===== config.mk =====
export PLATFORM = sky130hd
export DESIGN_NAME = spell_mem_banked
export DESIGN_NICKNAME = d
export VERILOG_FILES = /design/src/rtl/spell_mem_pkg.sv /design/src/rtl/spell_mem_bank.sv /design/src/rtl/spell_mem_banked.sv
export SDC_FILE = /design/constraint.sdc
export NUM_CORES = 1
export LEC_CHECK = 0
export CORE_MARGIN = 2
export CORE_UTILIZATION = 65
export CTS_CLUSTER_DIAMETER = 150
export CTS_CLUSTER_SIZE = 12
export DETAILED_ROUTE_END_ITERATION = 10
export GPL_TIMING_DRIVEN = 0
export MAX_ROUTING_LAYER = met4
export PLACE_DENSITY = 0.9
export SYNTH_ARGS = -nofsm -noshare
export SYNTH_HDL_FRONTEND = slang
export SYNTH_SLANG_ARGS = --single-unit
export TNS_END_PERCENT = 10

===== constraint.sdc =====
create_clock -name clk -period 7.7 [get_ports clk]
set_clock_uncertainty 0.15 [all_clocks]
set_input_delay 1.54 -clock clk [delete_from_list [all_inputs] [get_ports clk]]
set_output_delay 1.54 -clock clk [all_outputs]
set_load 0.01 [all_outputs]

===== src/rtl/spell_mem_pkg.sv =====
// spell_mem_pkg: shared FSM states, fill constants and counter sizing for the SPELL memory
package spell_mem_pkg;
  typedef enum logic [1:0] {IDLE, WAIT, DONE} state_e;
  localparam logic [7:0] CODE_FILL = 8'hFF;
  localparam logic [7:0] DATA_FILL = 8'h00;
  function automatic int cnt_width(input int lat);
    return (lat <= 2) ? 1 : $clog2(lat);
  endfunction
endpackage


===== src/rtl/spell_mem_bank.sv =====
// spell_mem_bank: byte array cleared on reset, one synchronous write port, combinational read
// ports: clk, rst_n (sync, active-low), we_i/addr_i/wdata_i write, rdata_o = mem[addr_i]
module spell_mem_bank #(
  parameter int DEPTH = 8,
  localparam int AW = $clog2(DEPTH)
) (
  input  logic          clk,
  input  logic          rst_n,
  input  logic          we_i,
  input  logic [AW-1:0] addr_i,
  input  logic [7:0]    wdata_i,
  output logic [7:0]    rdata_o
);
  logic [7:0] mem_q [DEPTH];
  always_ff @(posedge clk) begin
    if (!rst_n) begin
      for (int i = 0; i < DEPTH; i++) mem_q[i] <= 8'h00;
    end else if (we_i) begin
      mem_q[addr_i] <= wdata_i;
    end
  end
  assign rdata_o = mem_q[addr_i];
endmodule


===== src/rtl/spell_mem_banked.sv =====
// spell_mem_banked: parametrised SPELL code/data memory with request FSM, range and lock errors
// ports: clk, rst_n (sync, active-low); request select/addr/data_in/memory_type_data/write,
//        code_lock; response data_out/data_ready/err
module spell_mem_banked
  import spell_mem_pkg::*;
#(
  parameter int CODE_SIZE = 32,
  parameter int DATA_SIZE = 8,
  parameter int ADDR_W    = 8,
  parameter int LATENCY   = 0
) (
  input  logic              clk,
  input  logic              rst_n,
  input  logic              select,
  input  logic [ADDR_W-1:0] addr,
  input  logic [7:0]        data_in,
  input  logic              memory_type_data,
  input  logic              write,
  input  logic              code_lock,
  output logic [7:0]        data_out,
  output logic              data_ready,
  output logic              err
);
  localparam int CAW = $clog2(CODE_SIZE);
  localparam int DAW = $clog2(DATA_SIZE);
  localparam int CW  = cnt_width(LATENCY);
  state_e            state_q, state_d;
  logic [CW-1:0]     cnt_q, cnt_d;
  logic [ADDR_W-1:0] addr_q, addr_d, e_addr;
  logic [7:0]        wdata_q, wdata_d, e_wdata;
  logic              type_q, type_d, e_type;
  logic              wr_q, wr_d, e_wr;
  logic [7:0]        dout_q, dout_d, rd_val, code_rdata, data_rdata;
  logic              rdy_q, rdy_d, err_q, err_d;
  logic              idle, exec, in_range, code_we, data_we;
  // With zero latency the access executes on the capture edge, so it must use the live inputs.
  assign idle     = state_q == IDLE;
  assign e_addr   = idle ? addr : addr_q;
  assign e_wdata  = idle ? data_in : wdata_q;
  assign e_type   = idle ? memory_type_data : type_q;
  assign e_wr     = idle ? write : wr_q;
  assign exec     = select && ((idle && LATENCY == 0) || (state_q == WAIT && cnt_q == '0));
  assign in_range = e_type ? (32'(e_addr) < 32'(DATA_SIZE)) : (32'(e_addr) < 32'(CODE_SIZE));
  assign code_we  = exec && e_wr && in_range && !e_type && !code_lock;
  assign data_we  = exec && e_wr && in_range && e_type;
  assign rd_val   = !in_range ? (e_type ? DATA_FILL : CODE_FILL) : (e_type ? data_rdata : code_rdata);
  spell_mem_bank #(.DEPTH(CODE_SIZE)) u_code (
    .clk(clk), .rst_n(rst_n), .we_i(code_we), .addr_i(e_addr[CAW-1:0]),
    .wdata_i(e_wdata), .rdata_o(code_rdata)
  );
  spell_mem_bank #(.DEPTH(DATA_SIZE)) u_data (
    .clk(clk), .rst_n(rst_n), .we_i(data_we), .addr_i(e_addr[DAW-1:0]),
    .wdata_i(e_wdata), .rdata_o(data_rdata)
  );
  always_comb begin
    state_d = state_q;
    cnt_d   = cnt_q;
    addr_d  = addr_q;
    wdata_d = wdata_q;
    type_d  = type_q;
    wr_d    = wr_q;
    if (idle && select) begin
      addr_d  = addr;
      wdata_d = data_in;
      type_d  = memory_type_data;
      wr_d    = write;
      cnt_d   = CW'(LATENCY - 1);
      state_d = (LATENCY == 0) ? DONE : WAIT;
    end else if (state_q == WAIT) begin
      cnt_d   = cnt_q - CW'(1);
      state_d = !select ? IDLE : (cnt_q == '0 ? DONE : WAIT);
    end else if (state_q == DONE && !select) begin
      state_d = IDLE;
    end
    rdy_d  = exec ? 1'b1 : (state_q == DONE && !select) ? 1'b0 : rdy_q;
    err_d  = exec ? (!in_range || (e_wr && !e_type && code_lock)) :
             (state_q == DONE && !select) ? 1'b0 : err_q;
    dout_d = (exec && !e_wr) ? rd_val : dout_q;
  end
  always_ff @(posedge clk) begin
    if (!rst_n) begin
      state_q <= IDLE;
      cnt_q   <= '0;
      addr_q  <= '0;
      wdata_q <= 8'h00;
      type_q  <= 1'b0;
      wr_q    <= 1'b0;
      dout_q  <= 8'h00;
      rdy_q   <= 1'b0;
      err_q   <= 1'b0;
    end else begin
      state_q <= state_d;
      cnt_q   <= cnt_d;
      addr_q  <= addr_d;
      wdata_q <= wdata_d;
      type_q  <= type_d;
      wr_q    <= wr_d;
      dout_q  <= dout_d;
      rdy_q   <= rdy_d;
      err_q   <= err_d;
    end
  end
  assign data_out   = dout_q;
  assign data_ready = rdy_q;
  assign err        = err_q;
endmodule


### Word-level counts from Yosys, hierarchy flattened

Memories as Yosys holds them, arrays and structs flattened.
Cells that the tools add are included.

* flip-flop bits (word level): 31
* RAM bits: 320
* input port bits: 22
* output and inout bits: 10
* logic and storage cells: 77
* memories: 2

Memories
* u_code.mem_q: depth 32, width 8, rd ports 1, clocked after memory_dff 0, write ports 32, line spell_mem_bank.sv:14 `logic [7:0] mem_q [DEPTH];`
* u_data.mem_q: depth 8, width 8, rd ports 1, clocked after memory_dff 0, write ports 8, line spell_mem_bank.sv:14

* add/sub/neg operators: 1
* order comparisons: 2
* equality and inequality tests: 2
* muxes and demuxes: 31
* bitwise operators: 2
* reductions and logical operators: 27

Operator list (number)
* two-way mux 8 bit: 7
* two-way mux 1 bit: 17
* OR reduction 8 bit: 2
* logical AND 1 bit: 12
* two-way mux 2 bit: 5
* less-than comparator 8 x 4 -> 1 bit (second input constant): 1
* less-than comparator 8 x 6 -> 1 bit (second input constant): 1
* nonzero test 2 bit: 3
* zero test 1 bit: 5
* two-way mux 5 bit: 1
* two-way mux 3 bit: 1
* nonzero test 3 bit: 1
* == test 2 x 1 -> 1 bit (second input constant): 1
* == test 2 bit (second input constant): 1
* zero test 2 bit: 1
* logical OR 1 bit: 2
* inverter 1 bit: 2
* OR reduction 2 bit: 1
* subtractor 1 bit (second input constant): 1

### Logic depth before layout (Yosys ltp)

* depth in word-level cells: 13
* mapped depth: 11
* gate-level depth less buffers: 7

### Modules after synthesis

A second synthesis with hierarchy kept.

* cell total of the unflattened synthesis: 1283
* area total of the unflattened synthesis: 16789.9 um^2

Modules (own cells, without submodules)
* spell_mem_bank at u_code: times used 1, cells each 892, area each 12140.4 um^2, sequential area each 7687.4 um^2
* spell_mem_bank at u_data: times used 1, cells each 193, area each 2976.6 um^2, sequential area each 1921.8 um^2
* spell_mem_banked: times used 1, cells each 198, area each 1672.9 um^2, sequential area each 620.6 um^2

### Worst setup path after synthesis

No wires, ideal clock.

* path type: in2reg
* from: input port addr[3]
* to: memory u_code.mem_q[1][0], enable pin
* setup time: 329 ps
* data arrival time: 3092 ps
* required time: 7221 ps
* setup slack: 4129 ps
* cell stages on the path: 8
* buffers on the path: 1
* path through: nor4_2 > a21oi_2 > a2111oi_4 > nand3_1 > nor2b_1 > buf_2 > nand2_2 > nand2_1

RTL lines
* from (decl): line spell_mem_banked.sv:15 `input logic [ADDR_W-1:0] addr,`
* to (decl): line spell_mem_bank.sv:14

==> summary.md <==
| Metric | Value |
|---|---|
| Mapped Cells | around 1.3k |
| Layout cells sized above 1 | 0.1058 |
| Post-synthesis compound-gate area fraction | 0.1286 |
| Setup WS post-layout | 3.267 ns |
| Core Area | roughly 0.023 mm² |
| Sequential share of the synthesized area | 0.6678 |
| Synth Warn # | 0 |
| Die ar. | roughly 0.025 mm² |
| WS Path Type | in -> reg |
| IR drop worst, VDD | around 0.19 mV |
| Mux share of post-synthesis cell area | 0.008249 |
| Period minus WS final | roughly 4.4 ns |
| Post-Synth Simple-Gate Area | 0.1555 |
| DRC viols | 0 |
| Post-route ant nets | 0 |
| Final Max Tran Viols | 0 |
| Post-Synth Adder-Cell Area | 0 |
| CTS buffer count | 35 |
| FF/Latch Area | between 0.01 and 0.015 mm² |
| Post-Synth XOR/XNOR Area | 0 |
| Die Width | ~160 µm |
| Largest family of logic cells by synthesized area | simple AND/OR/NAND/NOR gates |
| Crit-path max FO | 9 |
| Reg2reg start | state_q[1]$_SDFFE_PN0P_ |
| Power Dens Cells | between 200 and 250 mW/mm² |
| Syn avg cell area | roughly 12 µm² |
| Initial antenna violation count | 4 |
| Hold Path Origin | wdata_q[3]$_SDFFE_PN0P_ |
| Critical path launch point | select |
| Final hold violation count | 0 |
| Die Y | approximately 160 µm |
| Worst Setup End Kind | flop |
| Initial core utilization | 0.6566 |
| Slew @ Worst Pin | between 1 and 1.5 ns |
| NumNets Final | 1378 |
| Area Overhead vs Synth | 10.97% |
| Final period util | 0.5757 |
| Floorplan row count | 56 |
| Clock sink total | approximately 350 |
| Post-CTS Hold Fix Bufs | 0 |
| Min-Delay Path Class | reg -> reg |
| Postcts setup bufs | 0 |
| Max cap viols | 0 |
| GP Congestion | 0.9989 |
| Synth unique cells | 56 |
| WL/cell | about 26 µm |
| Total detailed-routing wirelength | approximately 44000 µm |
| DR pass1 iterations | 7 |
| Input/output buffers | 30 |
| DP HPWL | approximately 30000 µm |
| CTS resizes | 0 |
| Max-slew headroom | 0.3278 |
| CP arrival | 4.47 ns |
| Util after Layout | 0.7286 |
| Worst-path clk slew | about 0.06 ns |
| First-pass GRT wire length | 65020 µm |
| GR Overflow Total | 0 |
| Vias per inst | around 6.9 |
| DRC marker count from the first detailed-route iteration | around 2.4k |
| Clock root buffer master | clkbuf_16 |
| RSZ-0062 raised after global routing | false |
| R2R cell count | 8 |
| F_max | 225.6 MHz |
| Syn nets | approximately 1.3k |
| Worst EP required | between 7 and 8 ns |
| Largest net degree at the start of global routing | 14 |
| Dpl ws | ~2.9 ns |
| Multi-input logic area | 0.004478 mm² |
| Setup TNS | 0 ns |
| # IOs | 32 |
| Reg-to-reg setup timing slack | approximately 4.2 ns |
| Vias | 11.68k |
| CTS tree | built |
| Status | complete, no violations |
| Final setup violation count | 0 |
| Worst-Skew Late Latency | 0.53 ns |
| Worst R2R End | u_data.mem_q[5][6]$_SDFFCE_PN0P_ |
| Lkg Pwr | between 5 and 6 nW |
| Startpoint Class | input pin |
| H-Tree Level Count | 2 |
| Fillers | 1461 |
| CP endpoint | u_code.mem_q[19][6]$_SDFFCE_PN0P_ |
| Vias in the first global route | approximately 11k |
| Synthesized area | approximately 0.015 mm² |
| Deepest clock path buffer count | 3 |
| GRT Total Usage | 0.3734 |
| #FFs+latches synth | 351 |
## critical path, cell delays in order
cell and delay, ns:
clkdlybuf4s50_1 0.61, a21boi_1 0.38, nand2b_1 0.22, a2111oi_4 0.43, nand3_1 0.27, nor2b_1 0.19, buf_2 0.25, nand2_2 0.19
nand2_1 0.38
## area by class of cell
type                       count  area share
sequential                   351      0.6017
multi-input combinational    834      0.2634
clock buffer                  48     0.05439
buffer                       102     0.03555
tap                          319     0.02348
timing repair buffer          30     0.01766
clock inverter                 3    0.002576
antenna                        5   0.0007360
inverter                       2   0.0004416
## placed cells by master, fill, tap and decap left out, types with 3 or more instances in the layout
cell type        instances
nor2_1                 329
edfxtp_1               320
a22oi_1                159
nand2_1                 95
clkbuf_1                59
a21oi_1                 57
nand3_1                 39
clkbuf_16               35
dfxtp_1                 31
clkdlybuf4s50_1         30
nand2_2                 25
buf_4                   21
a21boi_0                18
buf_2                   18
buf_6                   16
mux2i_1                 10
nor2b_1                  9
o21ai_0                  7
nand2_4                  7
a31oi_1                  6
or3_1                    6
nor4_1                   6
diode_2                  5
nand2b_1                 5
o221a_1                  4
nor3_1                   4
or4b_1                   4
o21ai_2                  4
or4_1                    3
o21ai_1                  3
nor2_2                   3
## cell usage after synthesis, drive strengths merged
cell type,number,area share
or2,2,0.00082
nor4,7,0.0033
or3,6,0.0025
nor2,333,0.083
nand4,2,0.00082
or4b,4,0.0026
a31oi,6,0.0025
a21boi,19,0.0093
nand3b,1,0.00049
a221oi,1,0.00057
nor3b,1,0.00082
o21a,1,0.00049
nor3,4,0.0013
o31ai,1,0.00082
and2,1,0.00041
edfxtp,320,0.63
a21oi,58,0.019
o41ai,2,0.0011
a211oi,1,0.00049
mux2i,10,0.0065
nand3,39,0.013
mux2,2,0.0017
dfxtp,31,0.041
a2111oi,1,0.0018
inv,2,0.00049
o221a,6,0.0044
a22oi,160,0.079
o211a,1,0.00065
nand2,127,0.039
o211ai,2,0.0013
or4,3,0.0015
a21o,1,0.00049
and3,2,0.00082
clkbuf,46,0.011
nand2b,5,0.0020
o21ai,14,0.0056
a311oi,2,0.0011
buf,56,0.028
nor2b,9,0.0037
## routing by layer
| layer | wire length, µm | track usage | vias up |
|---|---|---|---|
| met1 | 14180 | 0.4322 | 5523 |
| met3 | 6376 | 0.1005 | 257 |
| li1 | - | - | 4847 |
| met4 | 3247 | 0.2381 | 0 |
| met2 | 20640 | 0.5804 | 1051 |
| met5 | 0 | - | - |
## per-stage QoR
stage / instance area (µm²) / hold WS [ns] / instances / power [mW]
2_1_floorplan: 15320 / 0.2928 / 1289 / 2.403
3_3_place_gp: 16020 / 0.2996 / 1638 / 2.534
3_5_place_dp: 16020 / 0.3065 / 1638 / 2.549
4_1_cts: 16990 / 0.3149 / 1689 / 4.029
5_1_grt: 17000 / 0.3496 / 1694 / 4.132
6_report: 17000 / 0.3148 / 1694 / 4.059
## where the power goes
part / switching, mW / internal, mW / leakage (nW) / total (mW)
registers: 0.0255 / 2.14 / 3.59 / 2.16
clock network: 0.689 / 0.838 / 0.467 / 1.53
logic: 0.269 / 0.101 / 1.90 / 0.369
total: 0.983 / 3.08 / 5.95 / 4.06
## registers in the layout (all words and copies together) (netlist names)
name	cells
data_out	8
state_q	2
addr_q	8
err	1
type_q	1
wr_q	1
data_ready	1
u_data.mem_q	64
u_code.mem_q	256
cnt_q	1
wdata_q	8
## worst min path at each step
stage                              end  slack (ns)  cells after the start
2_1_floorplan  wdata_q[6]$_SDFFE_PN0P_        0.29                      2
3_3_place_gp       type_q$_SDFFE_PN0P_        0.30                      2
3_5_place_dp   wdata_q[3]$_SDFFE_PN0P_        0.31                      2
4_1_cts        wdata_q[3]$_SDFFE_PN0P_        0.31                      2
5_1_grt        wdata_q[2]$_SDFFE_PN0P_        0.35                      2
6_report       wdata_q[3]$_SDFFE_PN0P_        0.31                      2
## logic make-up (layout without fill, tap and decap cells)
logic type / after synthesis / count (layout)
buf+inv: 104 / 185
mux: 12 / 12
other cells: 0 / 5
simple gates: 546 / 546
flops: 351 / 351
compound gates: 276 / 276
No activity file was read; power rests on OpenSTA's default activity.
